**config.mk**
```make
export PLATFORM = sky130hd
export DESIGN_NAME = coreid_reader_flat
export DESIGN_NICKNAME = d
export VERILOG_FILES = /design/src/rtl/zxuno_regs_pkg.sv /design/src/rtl/coreid_reader_if.sv /design/src/rtl/coreid_reader_buf.sv /design/src/rtl/coreid_reader.sv /design/src/flat_wrapper.sv
export SDC_FILE = /design/constraint.sdc
export NUM_CORES = 1
export LEC_CHECK = 0
export ABC_AREA = 1
export ABC_CLOCK_PERIOD_IN_PS = 2000
export BUFFER_PORTS_ARGS = -buffer_cell sky130_fd_sc_hd__buf_4
export CORE_UTILIZATION = 50
export DETAILED_ROUTE_END_ITERATION = 8
export PLACE_DENSITY = 0.71
export SETUP_SLACK_MARGIN = 0.3
export SYNTH_ARGS = -nofsm -noshare
export SYNTH_HDL_FRONTEND = slang
export SYNTH_SLANG_ARGS = --single-unit
```
**constraint.sdc**
```tcl
create_clock -name clk -period 2 [get_ports clk]
set_clock_uncertainty 0.1 [all_clocks]
set_input_delay 0.2 -clock clk [delete_from_list [all_inputs] [get_ports clk]]
set_output_delay 0.2 -clock clk [all_outputs]
set_load 0.05 [all_outputs]
```
**src/rtl/zxuno_regs_pkg.sv**
```systemverilog
// Shared ZX-UNO register-bus definitions: register addresses, reader FSM encoding, default timing.
package zxuno_regs_pkg;

  localparam logic [7:0]  REG_COREID     = 8'hFF;

  localparam int unsigned DEF_MAX_LEN    = 16;
  localparam int unsigned DEF_RD_CYCLES  = 2;
  localparam int unsigned DEF_GAP_CYCLES = 2;

  localparam int unsigned LEN_W          = 5;
  localparam int unsigned CYC_W          = 8;

  typedef enum logic [2:0] {
    ST_IDLE   = 3'd0,
    ST_REQ    = 3'd1,
    ST_SELECT = 3'd2,
    ST_RDON   = 3'd3,
    ST_RDOFF  = 3'd4,
    ST_FIN    = 3'd5
  } coreid_state_e;

  // States in which the reader keeps the register address selected.
  function automatic logic addr_driven(input coreid_state_e s);
    return (s == ST_SELECT) || (s == ST_RDON) || (s == ST_RDOFF) || (s == ST_FIN);
  endfunction

endpackage

```
**src/rtl/coreid_reader_if.sv**
```systemverilog
// ZX-UNO register bus as seen by an initiator (master) and the register file (slave).
interface coreid_reader_if;

  logic       bus_req;
  logic       bus_gnt;
  logic [7:0] zxuno_addr;
  logic       regaddr_changed;
  logic       zxuno_regrd;
  logic [7:0] din;

  modport master (
    output bus_req, zxuno_addr, regaddr_changed, zxuno_regrd,
    input  bus_gnt, din
  );

  modport slave (
    input  bus_req, zxuno_addr, regaddr_changed, zxuno_regrd,
    output bus_gnt, din
  );

endinterface

```
**src/rtl/coreid_reader_buf.sv**
```systemverilog
// Core ID capture buffer: single write port, asynchronous read, contents not reset.
module coreid_buf #(
  parameter  int unsigned DEPTH = 16,
  localparam int unsigned AW    = $clog2(DEPTH)
) (
  input  logic          clk,
  input  logic          we,
  input  logic [AW-1:0] waddr,
  input  logic [7:0]    wdata,
  input  logic [AW-1:0] raddr,
  output logic [7:0]    rdata
);

  logic [7:0] mem [DEPTH];

  // Store a captured byte.
  always_ff @(posedge clk) begin
    if (we) mem[waddr] <= wdata;
  end

  assign rdata = mem[raddr];

endmodule

```
**src/rtl/coreid_reader.sv**
```systemverilog
// Fetches the core ID string from the ZX-UNO ID register into a local buffer.
// Optional running byte checksum on csum: define COREID_READER_CSUM_EN.
module coreid_reader
  import zxuno_regs_pkg::*;
#(
  parameter int unsigned MAX_LEN    = DEF_MAX_LEN,
  parameter logic [7:0]  REG_ADDR   = REG_COREID,
  parameter int unsigned RD_CYCLES  = DEF_RD_CYCLES,
  parameter int unsigned GAP_CYCLES = DEF_GAP_CYCLES
) (
  input  logic                   clk,
  input  logic                   rst,
  input  logic                   start,
  coreid_reader_if.master        bus,
  output logic                   busy,
  output logic                   done,
  output logic                   err,
  output logic [LEN_W-1:0]       len,
  input  logic [3:0]             rd_idx,
  output logic [7:0]             rd_data,
  output logic [7:0]             csum
);

  localparam int unsigned AW = $clog2(MAX_LEN);

  coreid_state_e      state_q, state_d;
  logic [LEN_W-1:0]   len_q, len_d;
  logic [CYC_W-1:0]   cyc_q, cyc_d;
  logic               err_q, err_d;
  logic               nul_q, nul_d;
  logic               buf_we;

  // Next state, counters and capture strobe.
  always_comb begin
    state_d = state_q;
    len_d   = len_q;
    cyc_d   = cyc_q;
    err_d   = err_q;
    nul_d   = nul_q;
    buf_we  = 1'b0;
    case (state_q)
      ST_IDLE: begin
        if (start) begin
          state_d = ST_REQ;
          len_d   = '0;
          cyc_d   = '0;
          err_d   = 1'b0;
          nul_d   = 1'b0;
        end
      end
      ST_REQ: begin
        if (bus.bus_gnt) state_d = ST_SELECT;
      end
      ST_SELECT: begin
        if (!bus.bus_gnt) begin
          state_d = ST_FIN;
          err_d   = 1'b1;
        end else begin
          state_d = ST_RDON;
          cyc_d   = '0;
        end
      end
      ST_RDON: begin
        if (!bus.bus_gnt) begin
          state_d = ST_FIN;
          err_d   = 1'b1;
        end else if (cyc_q == CYC_W'(RD_CYCLES - 1)) begin
          state_d = ST_RDOFF;
          cyc_d   = '0;
          if (bus.din == 8'h00) begin
            nul_d = 1'b1;
          end else if (len_q != LEN_W'(MAX_LEN)) begin
            buf_we = 1'b1;
            len_d  = len_q + LEN_W'(1);
          end
        end else begin
          cyc_d = cyc_q + CYC_W'(1);
        end
      end
      ST_RDOFF: begin
        if (!bus.bus_gnt) begin
          state_d = ST_FIN;
          err_d   = 1'b1;
        end else if (cyc_q == CYC_W'(GAP_CYCLES - 1)) begin
          cyc_d   = '0;
          state_d = (nul_q || (len_q == LEN_W'(MAX_LEN))) ? ST_FIN : ST_RDON;
        end else begin
          cyc_d = cyc_q + CYC_W'(1);
        end
      end
      ST_FIN:  state_d = ST_IDLE;
      default: state_d = ST_IDLE;
    endcase
  end

  // State register; bus-facing outputs are registered decodes of the next state.
  always_ff @(posedge clk) begin
    if (rst) begin
      state_q             <= ST_IDLE;
      len_q               <= '0;
      cyc_q               <= '0;
      err_q               <= 1'b0;
      nul_q               <= 1'b0;
      busy                <= 1'b0;
      done                <= 1'b0;
      bus.bus_req         <= 1'b0;
      bus.zxuno_addr      <= 8'h00;
      bus.regaddr_changed <= 1'b0;
      bus.zxuno_regrd     <= 1'b0;
    end else begin
      state_q             <= state_d;
      len_q               <= len_d;
      cyc_q               <= cyc_d;
      err_q               <= err_d;
      nul_q               <= nul_d;
      busy                <= (state_d != ST_IDLE);
      done                <= (state_d == ST_FIN);
      bus.bus_req         <= (state_d != ST_IDLE);
      bus.zxuno_addr      <= addr_driven(state_d) ? REG_ADDR : 8'h00;
      bus.regaddr_changed <= (state_d == ST_SELECT);
      bus.zxuno_regrd     <= (state_d == ST_RDON);
    end
  end

  assign len = len_q;
  assign err = err_q;

  coreid_buf #(.DEPTH(MAX_LEN)) u_buf (
    .clk   (clk),
    .we    (buf_we),
    .waddr (len_q[AW-1:0]),
    .wdata (bus.din),
    .raddr (rd_idx[AW-1:0]),
    .rdata (rd_data)
  );

`ifdef COREID_READER_CSUM_EN
  logic [7:0] csum_q;

  // Running mod-256 sum of captured bytes, cleared when a fetch starts.
  always_ff @(posedge clk) begin
    if (rst)                                 csum_q <= 8'h00;
    else if ((state_q == ST_IDLE) && start)  csum_q <= 8'h00;
    else if (buf_we)                         csum_q <= csum_q + bus.din;
  end

  assign csum = csum_q;
`else
  assign csum = 8'h00;
`endif

endmodule

```
**src/flat_wrapper.sv**
```systemverilog
// flat-port wrapper written by rule: the top's interface ports become plain ports
module coreid_reader_flat import zxuno_regs_pkg::*;
#(
  parameter int unsigned MAX_LEN    = DEF_MAX_LEN,
  parameter logic [7:0]  REG_ADDR   = REG_COREID,
  parameter int unsigned RD_CYCLES  = DEF_RD_CYCLES,
  parameter int unsigned GAP_CYCLES = DEF_GAP_CYCLES
)
  (clk, rst, start, busy, done, err, len, rd_idx, rd_data, csum, bus_bus_req, bus_zxuno_addr, bus_regaddr_changed, bus_zxuno_regrd, bus_bus_gnt, bus_din);
  coreid_reader_if bus_i ();
  input  logic clk;
  input  logic rst;
  input  logic start;
  output logic busy;
  output logic done;
  output logic err;
  output logic [LEN_W-1:0] len;
  input  logic [3:0] rd_idx;
  output logic [7:0] rd_data;
  output logic [7:0] csum;
  output wire logic [$bits(bus_i.bus_req)-1:0] bus_bus_req;
  output wire logic [$bits(bus_i.zxuno_addr)-1:0] bus_zxuno_addr;
  output wire logic [$bits(bus_i.regaddr_changed)-1:0] bus_regaddr_changed;
  output wire logic [$bits(bus_i.zxuno_regrd)-1:0] bus_zxuno_regrd;
  input wire logic [$bits(bus_i.bus_gnt)-1:0] bus_bus_gnt;
  input wire logic [$bits(bus_i.din)-1:0] bus_din;
  assign bus_bus_req = bus_i.bus_req;
  assign bus_zxuno_addr = bus_i.zxuno_addr;
  assign bus_regaddr_changed = bus_i.regaddr_changed;
  assign bus_zxuno_regrd = bus_i.zxuno_regrd;
  assign bus_i.bus_gnt = bus_bus_gnt;
  assign bus_i.din = bus_din;
  coreid_reader #(.MAX_LEN(MAX_LEN), .REG_ADDR(REG_ADDR), .RD_CYCLES(RD_CYCLES), .GAP_CYCLES(GAP_CYCLES)) u_core (.clk(clk), .rst(rst), .start(start), .bus(bus_i), .busy(busy), .done(done), .err(err), .len(len), .rd_idx(rd_idx), .rd_data(rd_data), .csum(csum));
endmodule
```
==> impl.org <==
** Status
- The flow ran to the end, but the final reports show violations.
- Violated checks :: setup timing

** Yosys
- Fraction of synthesis flops using an asynchronous set or reset pin :: 0
- Average size of a mapped cell :: between 10 and 15 sq um
- Top_reg_cell synth :: sky130_fd_sc_hd__edfxtp_1
- Warning count from the yosys run :: 0
- Synthesis produced a netlist whose cell count is about 640.
- Count of distinct cell types in the synthesized netlist :: 34
- Number of enable flip-flop cells after synthesis :: ~130
- Counting flops and latches in the post-synthesis netlist gives between 150 and 200.
- Proportion of synthesized chip area in sequential cells :: 0.644
- The mapped netlist covers 0.00668 sq mm.

** Power and ir drop
- Power density normalized to cell area :: about 900 mW/mm^2
- IR drop worst, VDD :: a little over 0.6 mV
- The analysis attributes to cell leakage a power of around 3.0 nW.

** Worst setup path
- The critical path in this run is classified as register to primary output.
- Data arrives at the worst endpoint at 1.72 ns.
- CP startpoint kind :: register
- The largest single stage delay on the critical path is between 0.3 and 0.4 ns.
- In this run the worst path has a maximum fanout of 1.
- For the worst setup path, the data required time is between 1.5 and 2 ns.
- Library cell contributing the largest single delay on the critical path :: sky130_fd_sc_hd__edfxtp_1
- Startpoint of the worst register-to-register path :: u_core.cyc_q[1]
- Together, buffers and inverters on the worst path number 1.
- Setup crit start :: u_core.u_buf.mem[1][2]
- CP Capture Type :: primary output
- Grouping stages by cell kind, the critical path spends the most delay in compound AO/OA/AOI/OAI gates.
- Walking the worst path, the cells encountered are nor2_1 -> nor2_1 -> o21ai_1 -> o21ai_1 -> o211ai_1 -> nand2_1 -> buf_6.

** Clocking
- TritonCTS built the clock tree.
- Total clock buffers created by CTS :: 17
- Max clock buf depth :: 2
- Max H-tree Level :: 4
- Clock-pin slew reported for the worst setup and hold paths after clock tree synthesis :: about 0.060 ns
- Clock latency on the worst-skew pair, taken at its later pin, is around 0.42 ns.
- Count of clock tree sinks :: about 150
- Library cell used as clock root buffer :: sky130_fd_sc_hd__clkbuf_16

** Finish
- Number of inserted diodes :: 0
- Most used cells in the layout excluding fill and tap cells :: sky130_fd_sc_hd__nor2_1 (129), sky130_fd_sc_hd__edfxtp_1 (128), sky130_fd_sc_hd__buf_4 (68), sky130_fd_sc_hd__o21ai_0 (53), sky130_fd_sc_hd__nand2_1 (47)
- Fraction of final layout cells with drive strength greater than 1 :: 0.300
- After the last flow step, the layout net total stands at around 730.
- The library cell used most frequently in the layout, excluding fill and tap cells, is sky130_fd_sc_hd__nor2_1.
- The area growth from synthesis to layout is 26.2%.
- The finished cells cover about 0.0084 sq mm.

** Timing
- Number of setup violations in the final report :: 1
- Top achievable clock speed :: between 400 and 500 MHz
- Number of endpoints with negative hold slack in the final report :: 0
- Final slew viol count :: 0
- Period Utilization, post-route :: 1.01
- Final Worst Setup Slack :: -0.0219 ns
- Unrepaired setup endpoints after global routing :: true
- The smallest clock period supported by the final layout is computed as about 2.0 ns.

** Place
- The congestion estimate from routability-driven global placement came to about 0.92.
- Placement-stage worst setup slack :: -0.116 ns
- Once placement finished, the instance area stood at approximately 0.0074 sq mm.
- Detailed placement ended at an HPWL of 10800 um.
- Buffers placed on the I/O ports in this run total 42.

** GRT
- Pin count of the biggest net entering global routing :: between 60 and 70
- The initial antenna violation count was 0.
- The via count of the first global-routing pass was between 4000 and 5000.
- The first global-routing pass estimated 25200 um of wire.
- Across every metal layer, demand over resource in global routing totals 0.242.
- The total overflow left after global routing is 0.

** Route
- The count of nets left with antenna violations once routing finished came out at 0.
- Via-to-Cell Ratio :: approximately 5.7
- Average detailed-routed wire length per instance :: between 15 and 20 um
- DRC violation count after routing :: 0
- Total vias in the final route :: a little over 5000
- After detailed routing, the total wire length is roughly 17000 um.
- Number of violations reported at the end of detailed-routing iteration 0 :: ~470
- The first TritonRoute pass finished after 5 iterations.

** Floorplan
- Effective utilization at floorplan :: 0.521
- Die area :: 0.0138 sq mm
- After floorplanning, the core was sized to cover roughly 0.013 sq mm.
- DIE HEIGHT :: between 100 and 150 um
- Chip Width :: 118 um
- Row generation in the floorplan step produced 41 rows.
- In this run the count of I/O pins placed on the die edge is just over 50.

** Min path
- Class of the worst hold path :: primary input to register
- Start point of the worst hold path :: start

** Run
- MaxCap Viol Count :: 0
cells by family (layout without fill, tap and decap cells):
| logic type | count (synthesis) | after routing | synth area share |
|---|---|---|---|
| AND/OR/NAND/NOR | 266 | 267 | 0.168 |
| buffers and inverters | 78 | 154 | 0.0575 |
| other | 1 | 8 | 0.000561 |
| flip-flops | 151 | 151 | 0.644 |
| XOR/XNOR | 3 | 3 | 0.00393 |
| AO/OA/AOI/OAI | 131 | 131 | 0.115 |
| adder cells (fa/ha/maj) | 6 | 6 | 0.0112 |
timing repair:
action	CTS	global route
hold endpoints to repair	10	0
setup buffers	10	9
hold buffers	1	0
setup endpoints to repair	145	155
pin swaps	43	32
gates resized for setup	53	40
gates cloned	0	1
tightest hold or removal path, cell delays in order:
cell                      delay [ns]
sky130_fd_sc_hd__buf_4          0.09
sky130_fd_sc_hd__nand2_1        0.06
sky130_fd_sc_hd__nand2_1        0.11
sky130_fd_sc_hd__a21oi_1        0.05
path summary, 6_finish.rpt:
check        cells after the start  slack, ns                       to
max                              7      -0.02               rd_data[2]
min                              4       0.04            u_core.len[0]
max reg2reg                      8       0.03  u_core.u_buf.mem[12][4]
min reg2reg                      2       0.35               u_core.err
report_power, final:
part	switching (mW)	internal (mW)	total (mW)	leakage, nW
Sequential	0.0256	3.43	3.46	1.34
Clock	1.18	1.93	3.12	0.269
Combinational	0.684	0.359	1.04	1.43
sequential cells by signal, summed over array words and instances (netlist names):
signal	flops
u_core.u_buf.mem	128
u_core.cyc_q	8
u_core.len	5
u_core.state_q	3
u_core.bus.bus_req	1
u_core.bus.regaddr_changed	1
u_core.bus.zxuno_addr	1
u_core.bus.zxuno_regrd	1
u_core.done	1
u_core.err	1
u_core.nul_q	1
metrics by stage:
stage / power (mW) / setup TNS, ns / cells / hold WS, ns / util
CTS: 7.53 / -0.0436 / 882 / 0.0181 / 0.640
global route: 7.85 / -0.585 / 892 / 0.0612 / 0.658
global placement: 4.35 / -0.212 / 839 / 0.349 / 0.576
finish: 7.62 / -0.0219 / 892 / 0.0362 / 0.658
detailed placement: 4.37 / -10.05 / 839 / 0.351 / 0.576
floorplan: 4.12 / 0 / 643 / 0.173 / -
layer usage:
layer  up-vias  part of all wire  global-route usage
li1       2326                 -                   -
met1      2457              0.41               0.313
met2       240              0.49               0.396
met3        39             0.074              0.0455
met4         0             0.029               0.108
met5         -                 0                   0
Yosys cell counts (2+ instances only):
library cell               count  area [sq um]
sky130_fd_sc_hd__o211ai_1     32           240
sky130_fd_sc_hd__clkbuf_1     14          52.6
sky130_fd_sc_hd__a21oi_1      13          65.1
sky130_fd_sc_hd__inv_1        28           105
sky130_fd_sc_hd__o21ai_0      68           340
sky130_fd_sc_hd__nand2_1      68           255
sky130_fd_sc_hd__nand2_2       8          50.1
sky130_fd_sc_hd__buf_2         9          45.0
sky130_fd_sc_hd__buf_1         2          7.51
sky130_fd_sc_hd__nor2_1      150           563
sky130_fd_sc_hd__ha_1          6          75.1
sky130_fd_sc_hd__nand3_1      25           125
sky130_fd_sc_hd__nor3_1        3          15.0
sky130_fd_sc_hd__nand4_1       3          18.8
sky130_fd_sc_hd__nor2_2        3          18.8
sky130_fd_sc_hd__inv_2         7          26.3
sky130_fd_sc_hd__o21ai_1      12          60.1
sky130_fd_sc_hd__edfxtp_1    128          3840
sky130_fd_sc_hd__buf_4        17           128
sky130_fd_sc_hd__a21oi_2       3          26.3
sky130_fd_sc_hd__xor2_1        2          17.5
sky130_fd_sc_hd__dfxtp_1      23           460
cell type report:
class / count / area [sq um]
Inverter: 35 / 141
Clock inverter: 15 / 161
Fill cell: 944 / 4390
Sequential cell: 151 / 4320
Timing Repair Buffer: 87 / 741
Tap cell: 172 / 215
Clock buffer: 17 / 425
Multi-Input combinational cell: 415 / 2430
Note: power is estimated with default switching activity, not from simulation.
